`src/rtl/dds_pkg.sv`:
```
// dds_pkg: shared definitions for the DDS function generator control path.
//   - Waveform encodings (WAVE_SINE .. WAVE_SAW) and the wrap-around
//     advance helper nextWave().
//   - The step-size table STEP_TABLE[0:3] = 1, 10, 100, 1000 and its
//     lookup helper stepValue().
//   - Load-handshake FSM state encoding (ST_IDLE, ST_VALID).
// Optional feature macro used by the importing modules: DOWN_BTN_EN.
package dds_pkg;

  localparam logic [1:0] WAVE_SINE   = 2'd0;
  localparam logic [1:0] WAVE_SQUARE = 2'd1;
  localparam logic [1:0] WAVE_TRI    = 2'd2;
  localparam logic [1:0] WAVE_SAW    = 2'd3;

  // Wide enough for the largest step (1000); callers zero-extend to FTW_W.
  localparam int STEP_W = 11;

  localparam logic [STEP_W-1:0] STEP_TABLE [0:3] = '{
    11'd1, 11'd10, 11'd100, 11'd1000
  };

  typedef enum logic {
    ST_IDLE  = 1'b0,
    ST_VALID = 1'b1
  } state_e;

  function automatic logic [STEP_W-1:0] stepValue(input logic [1:0] idx);
    return STEP_TABLE[idx];
  endfunction

  function automatic logic [1:0] nextWave(input logic [1:0] wave);
    logic [1:0] nxt;
    case (wave)
      WAVE_SINE:   nxt = WAVE_SQUARE;
      WAVE_SQUARE: nxt = WAVE_TRI;
      WAVE_TRI:    nxt = WAVE_SAW;
      default:     nxt = WAVE_SINE;
    endcase
    return nxt;
  endfunction

endpackage

```
`src/rtl/dds_param_ctrl_ftw_step_alu.sv`:
```
// ftw_step_alu: combinational update of the shadow tuning word by one step.
// Ports:
//   ftw_i   current shadow FTW
//   step_i  step amount (already zero-extended to FTW_W)
//   up_i    raise request
//   down_i  lower request (only present with DOWN_BTN_EN)
//   ftw_o   next shadow FTW
// Macro DOWN_BTN_EN:
//   defined   - up saturates at FTW_MAX, down saturates at FTW_MIN,
//               up and down together leave the value unchanged.
//   undefined - up wraps to FTW_MIN when the sum would exceed FTW_MAX.
module ftw_step_alu
  import dds_pkg::*;
#(
  parameter int               FTW_W   = 32,
  parameter logic [FTW_W-1:0] FTW_MIN = 1,
  parameter logic [FTW_W-1:0] FTW_MAX = 1000000
) (
  input  logic [FTW_W-1:0] ftw_i,
  input  logic [FTW_W-1:0] step_i,
  input  logic             up_i,
`ifdef DOWN_BTN_EN
  input  logic             down_i,
`endif
  output logic [FTW_W-1:0] ftw_o
);

  // One extra bit keeps the carry/borrow visible to the limit checks.
  logic [FTW_W:0] sum;
`ifdef DOWN_BTN_EN
  logic [FTW_W:0] diff;
`endif

  always_comb begin
    sum   = {1'b0, ftw_i} + {1'b0, step_i};
    ftw_o = ftw_i;
`ifdef DOWN_BTN_EN
    diff  = {1'b0, ftw_i} - {1'b0, step_i};
    if (up_i && !down_i) begin
      ftw_o = (sum > {1'b0, FTW_MAX}) ? FTW_MAX : sum[FTW_W-1:0];
    end else if (down_i && !up_i) begin
      // A set top bit means the subtraction borrowed past zero.
      ftw_o = (diff[FTW_W] || (diff[FTW_W-1:0] < FTW_MIN)) ? FTW_MIN
                                                          : diff[FTW_W-1:0];
    end
`else
    if (up_i) begin
      ftw_o = (sum > {1'b0, FTW_MAX}) ? FTW_MIN : sum[FTW_W-1:0];
    end
`endif
  end

endmodule

```
`src/rtl/dds_param_ctrl.sv`:
```
// dds_param_ctrl: turns debounced button pulses into waveform / tuning-word
// settings and hands committed values to the DDS core over a valid/ready
// load handshake. Runs entirely in the Fg_clk domain.
// Ports:
//   Fg_clk     system clock
//   Reset      asynchronous, active-high reset
//   Btn_mode   press pulse, advances the waveform
//   Btn_up     press pulse, raises the FTW by the current step
//   Btn_down   press pulse, lowers the FTW by the current step (DOWN_BTN_EN)
//   Btn_step   press pulse, advances the step-size index
//   Wave_sel   committed waveform (0 sine, 1 square, 2 triangle, 3 sawtooth)
//   Ftw        committed tuning word
//   Step_idx   live step-size index
//   Ftw_valid  committed load pending to the DDS core
//   Ftw_ready  DDS core accepts the load
// Macro DOWN_BTN_EN adds Btn_down and makes up/down saturate; without it
// Btn_up wraps to FTW_MIN past FTW_MAX.
module dds_param_ctrl
  import dds_pkg::*;
#(
  parameter int               FTW_W       = 32,
  parameter logic [FTW_W-1:0] FTW_DEFAULT = 1000,
  parameter logic [FTW_W-1:0] FTW_MIN     = 1,
  parameter logic [FTW_W-1:0] FTW_MAX     = 1000000
) (
  input  logic             Fg_clk,
  input  logic             Reset,
  input  logic             Btn_mode,
  input  logic             Btn_up,
`ifdef DOWN_BTN_EN
  input  logic             Btn_down,
`endif
  input  logic             Btn_step,
  output logic [1:0]       Wave_sel,
  output logic [FTW_W-1:0] Ftw,
  output logic [1:0]       Step_idx,
  output logic             Ftw_valid,
  input  logic             Ftw_ready
);

  logic [1:0]       waveShadow_q, waveShadow_d;
  logic [FTW_W-1:0] ftwShadow_q,  ftwShadow_d;
  logic [1:0]       stepShadow_q, stepShadow_d;
  logic             dirty_q,      dirty_d;

  state_e           state_q;
  logic [1:0]       waveSel_q;
  logic [FTW_W-1:0] ftw_q;
  logic             ftwValid_q;

  logic             anyPress;
  logic             loadNow;
  logic [FTW_W-1:0] stepAmount;
  logic [FTW_W-1:0] aluFtw;

  // The FTW update uses the step held before any same-cycle Btn_step.
  assign stepAmount = FTW_W'(stepValue(stepShadow_q));

  ftw_step_alu #(
    .FTW_W   (FTW_W),
    .FTW_MIN (FTW_MIN),
    .FTW_MAX (FTW_MAX)
  ) u_alu (
    .ftw_i  (ftwShadow_q),
    .step_i (stepAmount),
    .up_i   (Btn_up),
`ifdef DOWN_BTN_EN
    .down_i (Btn_down),
`endif
    .ftw_o  (aluFtw)
  );

  // Shadow next-state. A load consumes dirty, but a press in the same cycle
  // re-arms it so the newest values are never lost.
  always_comb begin
    anyPress = Btn_mode | Btn_up | Btn_step;
`ifdef DOWN_BTN_EN
    anyPress = anyPress | Btn_down;
`endif
    loadNow      = dirty_q && ((state_q == ST_IDLE) || Ftw_ready);
    waveShadow_d = Btn_mode ? nextWave(waveShadow_q) : waveShadow_q;
    stepShadow_d = Btn_step ? (stepShadow_q + 2'd1) : stepShadow_q;
    ftwShadow_d  = aluFtw;
    dirty_d      = anyPress | (dirty_q & ~loadNow);
  end

  // Reset leaves dirty set so the defaults go out as the first transaction.
  always_ff @(posedge Fg_clk or posedge Reset) begin
    if (Reset) begin
      waveShadow_q <= WAVE_SINE;
      ftwShadow_q  <= FTW_DEFAULT;
      stepShadow_q <= 2'd0;
      dirty_q      <= 1'b1;
    end else begin
      waveShadow_q <= waveShadow_d;
      ftwShadow_q  <= ftwShadow_d;
      stepShadow_q <= stepShadow_d;
      dirty_q      <= dirty_d;
    end
  end

  // Load handshake FSM. Outputs stay frozen while the core stalls; on
  // acceptance with new pending values they reload back-to-back.
  always_ff @(posedge Fg_clk or posedge Reset) begin
    if (Reset) begin
      state_q    <= ST_IDLE;
      waveSel_q  <= WAVE_SINE;
      ftw_q      <= FTW_DEFAULT;
      ftwValid_q <= 1'b0;
    end else begin
      case (state_q)
        ST_IDLE: begin
          if (loadNow) begin
            waveSel_q  <= waveShadow_q;
            ftw_q      <= ftwShadow_q;
            ftwValid_q <= 1'b1;
            state_q    <= ST_VALID;
          end
        end
        ST_VALID: begin
          if (Ftw_ready) begin
            if (loadNow) begin
              waveSel_q  <= waveShadow_q;
              ftw_q      <= ftwShadow_q;
              ftwValid_q <= 1'b1;
            end else begin
              ftwValid_q <= 1'b0;
              state_q    <= ST_IDLE;
            end
          end
        end
        default: begin
          ftwValid_q <= 1'b0;
          state_q    <= ST_IDLE;
        end
      endcase
    end
  end

  assign Wave_sel  = waveSel_q;
  assign Ftw       = ftw_q;
  assign Step_idx  = stepShadow_q;
  assign Ftw_valid = ftwValid_q;

endmodule

```
`config.mk`:
```
export PLATFORM = sky130hd
export DESIGN_NAME = dds_param_ctrl
export DESIGN_NICKNAME = d
export VERILOG_FILES = /design/src/rtl/dds_pkg.sv /design/src/rtl/dds_param_ctrl_ftw_step_alu.sv /design/src/rtl/dds_param_ctrl.sv
export SDC_FILE = /design/constraint.sdc
export NUM_CORES = 1
export LEC_CHECK = 0
export ABC_AREA = 0
export BUFFER_PORTS_ARGS = -buffer_cell sky130_fd_sc_hd__buf_2
export CORE_MARGIN = 4
export CORE_UTILIZATION = 40
export DETAILED_ROUTE_END_ITERATION = 16
export SYNTH_ARGS = -nofsm -noshare
export SYNTH_HDL_FRONTEND = slang
export SYNTH_SLANG_ARGS = --single-unit
```
`constraint.sdc`:
```
create_clock -name Fg_clk -period 11.2 [get_ports Fg_clk]
set_input_delay 0.56 -clock Fg_clk [delete_from_list [all_inputs] [get_ports Fg_clk]]
set_output_delay 0.56 -clock Fg_clk [all_outputs]
set_load 0.02 [all_outputs]
```
==> metrics <==
Worst Skew 0.01054 ns; Final Cycle Share 0.3912; initial DRC count 199; worst vdd ir 84.35 uV; worst slew pin tran 0.9740 ns; GRT overflow 0; first-pass GRT wire length 17.31 mm; Synth Register Bits 73; Layout Area Growth over Synthesis 10.34%; fin nets 491; final core occ 0.4551; Seq/Total Area, Yosys 0.4289; Starting Density 0.4125; fin. max-slew vios 0; Setup Crit Path Kind reg2reg; clk_lat worst skew 0.36 ns; row cnt 37; TNS Setup 0 ns; Synth Flop Type dfrtp_1; ant diodes 0; Mean Syn Cell Area 9.810 sq um; ys async rst share 1.000; cell area after synthesis 0.004297 sq mm; I/O pins 43; Die Ht 111.6 um; cell count of the worst hold path 2; Detailed Routing Iterations Pass 1 5; commonest non-fill, non-tap cell in the layout dfrtp_1; DP Area 0.004522 sq mm; Max Cap Violations 0; worst path required time 11.42 ns; arrival time worst endpoint 4.60 ns; crit-path max FO 15; post-DR vias/cell 5.500; outcome complete, no violations; Hold Violations, Final 0; CTS H-tree depth 3; Max Clk Rate 228.2 MHz; fin area 0.004741 sq mm; CTS Root Cell clkbuf_8; CTS tree done; Lkg Pwr 2.088 nW; r2r startpoint Step_idx[0]; largest net degree at the start of global routing 74; Slew headroom 0.3507; critical hold path startpoint Btn_step; HPWL after detailed placement 6.942 mm; CORE AREA 0.01042 sq mm; Port-buffer cells 42; antenna viol nets, final 0; Final min period 4.382 ns; FF-to-FF path depth 12; post-CTS sizing 0; gr usage total 0.1696; WL/cell 16.14 um; routability cong. 0.9057; Post-CTS Setup Bufs 0; unrepaired setup endpoints after global routing no; initial antenna violation count 0; count of final setup violators 0; number of synthesized flops with an enable pin 0; FF-to-FF End ftwShadow_q[11]; clk buf depth 2; routed vias 3,355; final hold slack 0.4339 ns; DIE WIDTH 111.6 um; Worst-path clk slew 0.08 ns; Worst Hold Endpoint Step_idx[0]; Crit. End Element flip-flop; Reg2Reg Setup Slack 6.82 ns; PwrDens 244.3 mW/mm^2; hold buffers post-CTS 0; Distinct cells, synth 72; total power 1.158 mW; commonest cells after routing, fill and taps aside dfrtp_1, nand2_1, buf_2; Yosys warning count 0; total CTS buffers 9; die footprint 0.01246 sq mm; worst hold-check path type in2reg; Mapped Cells 438; syn_nets 460; drt drc 0; clk sinks 73; vias in the first global route 3,455; startpoint types flip-flop; Post-Route WL 9.848 mm; share of post-route cells with drive strength above 1 0.2426
-- cell families after synthesis --
logic type / after synthesis / share of synthesized area
AO/OA/AOI/OAI: 110 / 0.1916
AND/OR/NAND/NOR: 155 / 0.1890
flip-flops: 73 / 0.4289
buffers and inverters: 49 / 0.06115
multiplexers: 18 / 0.04630
XOR/XNOR: 17 / 0.03465
adder cells (fa/ha/maj): 16 / 0.04834
-- through the flow --
stage               cells  setup WS [ns]
global placement      594          6.992
detailed placement    594          6.822
CTS                   610          6.814
finish                610          6.818
global route          610          6.481
floorplan             438          7.454
-- critical path: stages (launching register included) --
cell	delay, ns
dfrtp_1	0.46
inv_1	0.10
ha_1	0.21
ha_1	0.22
fa_1	0.42
a211o_1	0.35
and4_4	0.23
o21ai_1	0.47
a21oi_1	0.13
o211ai_1	0.19
nand4_1	0.48
o211ai_4	0.75
o221ai_1	0.22
-- worst max-delay path by stage --
stage	from	endpoint	slack, ns	depth (start not counted)
final	Step_idx[0]	ftwShadow_q[11]	6.82	12
after global routing	Step_idx[1]	ftwShadow_q[11]	6.48	11
after CTS	Step_idx[0]	ftwShadow_q[11]	6.81	12
after detailed placement	Step_idx[0]	ftwShadow_q[11]	6.82	12
after global placement	Step_idx[0]	ftwShadow_q[11]	6.99	12
after floorplan	Step_idx[0]	ftwShadow_q[12]	7.45	14
-- state kept, by name, summed over array words and instances (netlist names) --
name and cells:
state_q 1, Ftw 32, dirty_q 1, Ftw_valid 1, Step_idx 2, waveShadow_q 2, Wave_sel 2, ftwShadow_q 32
-- area by class of cell --
type                            instances  area, sq um
Clock buffer                           10        137.6
Tap cell                              136        170.2
Clock inverter                          6        81.33
Sequential cell                        73         1843
Fill cell                            1011         5675
Multi-Input combinational cell        316         2193
Inverter                               26        97.59
Timing Repair Buffer                   43        217.7
-- per-layer routing --
layer | GRT usage | up-vias | wire length [um]
li1 | - | 1653 | -
met1 | 0.2250 | 1620 | 4590
met2 | 0.2710 | 67 | 4666
met3 | 0.04185 | 15 | 406
met4 | 0.05921 | 0 | 185
met5 | 0 | - | 0
-- cells in the mapped netlist, drive strengths merged (11+ instances only) --
cell | count | area (sq um)
nand3 | 18 | 100.1
buf | 13 | 100.1
nor2b | 12 | 75.07
ha | 15 | 187.7
dfrtp | 60 | 1501
inv | 26 | 97.59
a21oi | 12 | 63.81
nand2 | 48 | 180.2
dfstp | 13 | 341.6
o21ai | 37 | 185.2
o211ai | 11 | 96.34
nor2 | 24 | 90.09
nor3 | 15 | 80.08
mux2 | 15 | 168.9
-- power by group --
group / internal [mW] / leakage, nW / switching [mW] / total, mW
logic: 0.201 / 1.05 / 0.341 / 0.542
registers: 0.336 / 0.932 / 0.0482 / 0.384
clock network: 0.130 / 0.110 / 0.102 / 0.232
total: 0.667 / 2.09 / 0.492 / 1.16
No activity file was read; power rests on OpenSTA's default activity.
